==> config.mk <==
export PLATFORM = sky130hd
export DESIGN_NAME = piso_serializer
export DESIGN_NICKNAME = d
export VERILOG_FILES = /design/src/rtl/piso_serializer_pkg.sv /design/src/rtl/piso_shift_reg.sv /design/src/rtl/piso_serializer.sv
export SDC_FILE = /design/constraint.sdc
export NUM_CORES = 1
export LEC_CHECK = 0
export CORE_MARGIN = 3
export CORE_UTILIZATION = 40
export DETAILED_ROUTE_END_ITERATION = 16
export GPL_TIMING_DRIVEN = 0
export PLACE_DENSITY = 0.79
export SYNTH_ARGS = -nofsm -noshare
export SYNTH_HDL_FRONTEND = slang
export SYNTH_SLANG_ARGS = --single-unit
==> constraint.sdc <==
create_clock -name clock -period 2.5 [get_ports clock]
set_input_delay 0.25 -clock clock [delete_from_list [all_inputs] [get_ports clock]]
set_output_delay 0.25 -clock clock [all_outputs]
set_load 0.005 [all_outputs]
==> src/rtl/piso_serializer_pkg.sv <==
// Shared types and helpers for the parallel-in/serial-out serializer.
// The FSM encoding and the counter sizing used by the top level are defined here.
package piso_serializer_pkg;

    typedef enum logic {
        IDLE  = 1'b0,
        SHIFT = 1'b1
    } state_e;

    // Counter width for a WIDTH-bit word; never narrower than one bit.
    function automatic int cnt_width(input int width);
        return (width <= 2) ? 1 : $clog2(width);
    endfunction

endpackage

==> src/rtl/piso_shift_reg.sv <==
// WIDTH-bit loadable shift register feeding the serial output.
// Priority is clear > load > shift; vacated positions fill with zero.
module piso_shift_reg
    import piso_serializer_pkg::*;
#(
    parameter int WIDTH     = 8,
    parameter bit MSB_FIRST = 1'b1
) (
    input  logic             clock,
    input  logic             reset,
    input  logic             clear,
    input  logic             load,
    input  logic             shift_en,
    input  logic [WIDTH-1:0] d,
    output logic             sout
);

    logic [WIDTH-1:0] shreg_q;
    logic [WIDTH-1:0] shreg_d;

    always_comb begin
        // NOTE: default first so every path assigns shreg_d and no latch is inferred.
        shreg_d = shreg_q;
        if (clear) begin
            shreg_d = '0;
        end else if (load) begin
            shreg_d = d;
        end else if (shift_en) begin
            if (MSB_FIRST) begin
                shreg_d = {shreg_q[WIDTH-2:0], 1'b0};
            end else begin
                shreg_d = {1'b0, shreg_q[WIDTH-1:1]};
            end
        end
    end

    always_ff @(posedge clock or negedge reset) begin
        // NOTE: non-blocking so every flop samples pre-edge values regardless of block order.
        if (!reset) begin
            shreg_q <= '0;
        end else begin
            shreg_q <= shreg_d;
        end
    end

    assign sout = MSB_FIRST ? shreg_q[WIDTH-1] : shreg_q[0];

endmodule

==> src/rtl/piso_serializer.sv <==
// Serializer top: IDLE/SHIFT handshake FSM, bit counter and done flag
// around a loadable shift register.
module piso_serializer
    import piso_serializer_pkg::*;
#(
    parameter int WIDTH     = 8,
    parameter bit MSB_FIRST = 1'b1
) (
    input  logic             clock,
    input  logic             reset,
    input  logic             clear,
    input  logic             in_valid,
    input  logic [WIDTH-1:0] d,
    output logic             in_ready,
    output logic             sout,
    output logic             sout_valid,
    input  logic             out_ready,
    output logic             busy,
    output logic             done
);

    localparam int CW = cnt_width(WIDTH);

    state_e        state_q;
    state_e        state_d;
    logic [CW-1:0] cnt_q;
    logic [CW-1:0] cnt_d;
    logic          done_q;
    logic          done_d;
    logic          load;
    logic          xfer;
    logic          shreg_bit;

    always_comb begin
        state_d = state_q;
        cnt_d   = cnt_q;
        done_d  = 1'b0;
        load    = 1'b0;
        xfer    = 1'b0;
        // Abort wins over both capture and transfer.
        if (clear) begin
            state_d = IDLE;
            cnt_d   = '0;
        end else begin
            case (state_q)
                IDLE: begin
                    if (in_valid) begin
                        load    = 1'b1;
                        cnt_d   = CW'(WIDTH - 1);
                        state_d = SHIFT;
                    end
                end
                SHIFT: begin
                    if (out_ready) begin
                        xfer = 1'b1;
                        if (cnt_q == '0) begin
                            state_d = IDLE;
                            done_d  = 1'b1;
                        end else begin
                            cnt_d = cnt_q - CW'(1);
                        end
                    end
                end
                default: state_d = IDLE;
            endcase
        end
    end

    always_ff @(posedge clock or negedge reset) begin
        if (!reset) begin
            state_q <= IDLE;
            cnt_q   <= '0;
            done_q  <= 1'b0;
        end else begin
            state_q <= state_d;
            cnt_q   <= cnt_d;
            done_q  <= done_d;
        end
    end

    piso_shift_reg #(
        .WIDTH     (WIDTH),
        .MSB_FIRST (MSB_FIRST)
    ) u_shift_reg (
        .clock    (clock),
        .reset    (reset),
        .clear    (clear),
        .load     (load),
        .shift_en (xfer),
        .d        (d),
        .sout     (shreg_bit)
    );

    assign in_ready   = (state_q == IDLE);
    assign busy       = (state_q == SHIFT);
    assign sout_valid = busy;
    assign sout       = busy & shreg_bit;
    assign done       = done_q;

endmodule

==> flow_results.xml <==
<?xml version="1.0" encoding="UTF-8"?>
<metrics>
  <group name="final_layout">
    <metric name="finish.net_count" unit="">110</metric>
    <metric name="antennaDiodeCount" unit="">0</metric>
    <metric name="num-fill-cells" unit="">154</metric>
    <metric name="post-route-util" unit="">0.5955</metric>
    <metric name="synthesis_to_finish_area_growth" unit="%">30.89</metric>
    <metric name="design_area" unit="sq um">959.7</metric>
    <metric name="post_layout_nonfiller_instances" unit="">118</metric>
    <metric name="final_layout_size_suffix_gt1_frac" unit="">0.1170</metric>
  </group>
  <group name="setup_path">
    <metric name="worst_ep_required_time" unit="ns">2.25</metric>
    <metric name="cp_data_arrival_time" unit="ns">1.43</metric>
    <metric name="crit_chain" unit="">buf_4 &gt; and2_1 &gt; clkdlybuf4s50_1</metric>
    <metric name="r2r_setup_slack" unit="ns">0.86</metric>
    <metric name="reg2regPathDepth" unit="">5</metric>
    <metric name="regToRegStartpoint" unit="">busy</metric>
    <metric name="worst_setup_path_end_kind" unit="">output pin</metric>
    <metric name="regToRegEndpoint" unit="">cnt_q[0]</metric>
    <metric name="slowest_stage" unit="">sky130_fd_sc_hd__clkdlybuf4s50_1</metric>
    <metric name="timing.setup.critical_path_class" unit="">reg2out</metric>
    <metric name="timing.critical_path.from_type" unit="">flop</metric>
    <metric name="timing.critical_path.slowest_cell_delay" unit="ns">0.49</metric>
    <metric name="crit_path_max_fanout" unit="">9</metric>
  </group>
  <group name="logic_synthesis">
    <metric name="post_synth_num_cell_types" unit="">25</metric>
    <metric name="synth.avg_cell_area" unit="sq um">10.04</metric>
    <metric name="synthesized_net_count" unit="">88</metric>
    <metric name="synth_commonest_cells" unit="">sky130_fd_sc_hd__dfrtp_1, sky130_fd_sc_hd__inv_1, sky130_fd_sc_hd__and2_1</metric>
    <metric name="area_of_the_mapped_netlist" unit="sq um">733.2</metric>
    <metric name="yosys_register_bits" unit="">13</metric>
    <metric name="synthTopCellsByArea" unit="">sky130_fd_sc_hd__dfrtp_1, sky130_fd_sc_hd__o22a_1, sky130_fd_sc_hd__a211oi_1</metric>
    <metric name="portion_of_synthesized_cell_area_occupied_by_the_leading_cell_type" unit="">0.4437</metric>
    <metric name="synth.yosys.seq_area_share" unit="">0.4437</metric>
    <metric name="synth_most_common_cell" unit="">sky130_fd_sc_hd__dfrtp_1</metric>
    <metric name="synth_enable_flop_cells" unit="">0</metric>
    <metric name="ys_dominant_reg_cell" unit="">sky130_fd_sc_hd__dfrtp_1</metric>
    <metric name="synthesis.instances" unit="">73</metric>
    <metric name="netlist.top_cell.by_area" unit="">sky130_fd_sc_hd__dfrtp_1</metric>
    <metric name="synth-async-reset-ratio" unit="">1.000</metric>
    <metric name="synth.yosys.warnings" unit="">0</metric>
  </group>
  <group name="cts">
    <metric name="cts_made_buffers" unit="">3</metric>
    <metric name="cts.sink_count" unit="">13</metric>
    <metric name="clock_transition_at_the_register_clock_pins_on_the_worst_setup_and_hold_paths_after_cts" unit="ns">0.08</metric>
    <metric name="ctsRootBufferMaster" unit="">sky130_fd_sc_hd__clkbuf_4</metric>
    <metric name="post_cts_resized" unit="">0</metric>
    <metric name="cts_setup_buffers" unit="">0</metric>
    <metric name="max-clock-path-buffers" unit="">2</metric>
    <metric name="clk-insertion-delay-late" unit="ns">0.28</metric>
    <metric name="clock_tree_from_tritoncts" unit="">done</metric>
    <metric name="cts_htree_levels" unit="">1</metric>
    <metric name="cts-hold-fix-buffers" unit="">0</metric>
  </group>
  <group name="floorplanning">
    <metric name="die_height" unit="microns">48.82</metric>
    <metric name="start_util" unit="">0.4550</metric>
    <metric name="io_pins" unit="">18</metric>
    <metric name="floorplan.die.width" unit="microns">48.82</metric>
    <metric name="core.rowCount" unit="">14</metric>
    <metric name="core_region_area" unit="sq um">1612</metric>
    <metric name="die_area" unit="sq um">2383</metric>
  </group>
  <group name="grt">
    <metric name="grt_start_max_net_pins" unit="">14</metric>
    <metric name="initial_antenna_violation_count" unit="">0</metric>
    <metric name="grt_use_total" unit="">0.1419</metric>
    <metric name="first_global_vias" unit="">580</metric>
    <metric name="grt.overflow.total" unit="">0</metric>
    <metric name="grt_pass1_wl" unit="mm">2.532</metric>
  </group>
  <group name="run">
    <metric name="maxCapViolations" unit="">0</metric>
  </group>
  <group name="sta">
    <metric name="timing.max_slew.rel_slack" unit="">0.5143</metric>
    <metric name="timing.fmax" unit="MHz">594.5</metric>
    <metric name="setup_viol" unit="">0</metric>
    <metric name="worst-slew-pin-transition" unit="ns">0.7269</metric>
    <metric name="setup_total_negative_slack" unit="ns">0</metric>
    <metric name="rsz0062_at_grt" unit="">no</metric>
    <metric name="period_needed" unit="ns">1.682</metric>
    <metric name="finalClockSkew" unit="ns">0.003071</metric>
    <metric name="fin_crit_sh" unit="">0.6728</metric>
    <metric name="finalHoldWorstSlack" unit="ns">0.3470</metric>
    <metric name="hold_viol_final" unit="">0</metric>
    <metric name="finalWorstSetupSlack" unit="ns">0.8180</metric>
    <metric name="report.final.slew_viol_count" unit="">0</metric>
  </group>
  <group name="place">
    <metric name="port-buffer-count" unit="">17</metric>
    <metric name="post_dp_cell_area" unit="sq um">933.4</metric>
    <metric name="final_gp_congestion" unit="">0.7832</metric>
    <metric name="placed_cells_incl_taps" unit="">114</metric>
    <metric name="place.detailed.hpwl" unit="microns">995.6</metric>
    <metric name="post-place-ws" unit="ns">0.6118</metric>
  </group>
  <group name="routing">
    <metric name="antenna_violating_nets_left" unit="">0</metric>
    <metric name="route.final.wire_length" unit="mm">1.365</metric>
    <metric name="post_drt_via_cell_ratio" unit="">4.941</metric>
    <metric name="average_wire_per_cell_in_the_routed_design" unit="microns">11.57</metric>
    <metric name="detail_route.drc_violations" unit="">0</metric>
    <metric name="drt_first_iter_violations" unit="">4</metric>
    <metric name="drt_first_pass_iters" unit="">2</metric>
    <metric name="vias" unit="">583</metric>
  </group>
  <group name="power_and_ir_drop">
    <metric name="leakagePower" unit="nW">0.4244</metric>
    <metric name="ir_drop" unit="mV">0.3861</metric>
    <metric name="powerDensity" unit="nW/um^2">512.4</metric>
    <metric name="final_power" unit="uW">491.8</metric>
  </group>
  <group name="outcome">
    <metric name="run_status" unit="">complete, no violations</metric>
  </group>
  <group name="min_path">
    <metric name="hp-class" unit="">in2async</metric>
  </group>
</metrics>
## worst max-delay path by stage
stage               start                endpoint  slack (ns)  depth (start not counted)
detailed placement  clear  u_shift_reg.shreg_q[4]        0.61                          4
global route         busy                    sout        0.74                          3
finish               busy                    sout        0.82                          3
CTS                  busy                    sout        0.80                          3
floorplan            busy                cnt_q[0]        0.95                          5
global placement    clear  u_shift_reg.shreg_q[6]        0.65                          4
## cells in the final DEF, fill, tap and decap left out, types with 2 or more instances in the layout
cell / count
sky130_fd_sc_hd__inv_1: 11
sky130_fd_sc_hd__buf_4: 2
sky130_fd_sc_hd__clkbuf_1: 2
sky130_fd_sc_hd__nand2_1: 2
sky130_fd_sc_hd__clkdlybuf4s50_1: 17
sky130_fd_sc_hd__dfrtp_1: 13
sky130_fd_sc_hd__o22a_1: 7
sky130_fd_sc_hd__clkbuf_4: 3
sky130_fd_sc_hd__and2_1: 9
sky130_fd_sc_hd__a21oi_1: 2
sky130_fd_sc_hd__a211oi_1: 8
sky130_fd_sc_hd__buf_6: 2
sky130_fd_sc_hd__ha_1: 2
## worst max-delay path, delay by kind of cell, from the launching register on
| kind | cells | cell delay (ns) |
|---|---|---|
| simple gates | 1 | 0.13 |
| flops | 1 | 0.37 |
| buf+inv | 2 | 0.66 |
## routing by layer
metal	vias up	share of wire	track usage
met5	-	0	0
met4	0	0.035	0.1137
met2	18	0.42	0.2104
li1	292	-	-
met3	5	0.065	0.03670
met1	268	0.48	0.1727
## report_power, final
part           switching (mW)  total, mW  internal, mW
clock network          0.0711      0.133        0.0620
registers              0.0102      0.240         0.230
logic                  0.0522      0.118        0.0660
total                   0.133      0.492         0.358
## registers in the layout (all words and copies together), names as in the netlist
signal and count:
u_shift_reg.shreg_q 8, done 1, cnt_q 3, busy 1
## kinds of logic after synthesis
family	share of synthesized area
compound gates	0.2372
buf+inv	0.1194
simple gates	0.1382
flops	0.4437
fa+ha+maj	0.03412
xor+xnor	0.01195
mux	0.01536
## cell type report
type,instances,area [sq um],share of cell area
Sequential cell,13,325.3,0.3390
Multi-Input combinational cell,43,320.3,0.3338
Timing Repair Buffer,17,170.2,0.1773
Buffer,6,46.29,0.04824
Inverter,11,41.29,0.04302
Tap cell,24,30.03,0.03129
Clock buffer,4,26.28,0.02738
(Power assumes the default switching activity.)
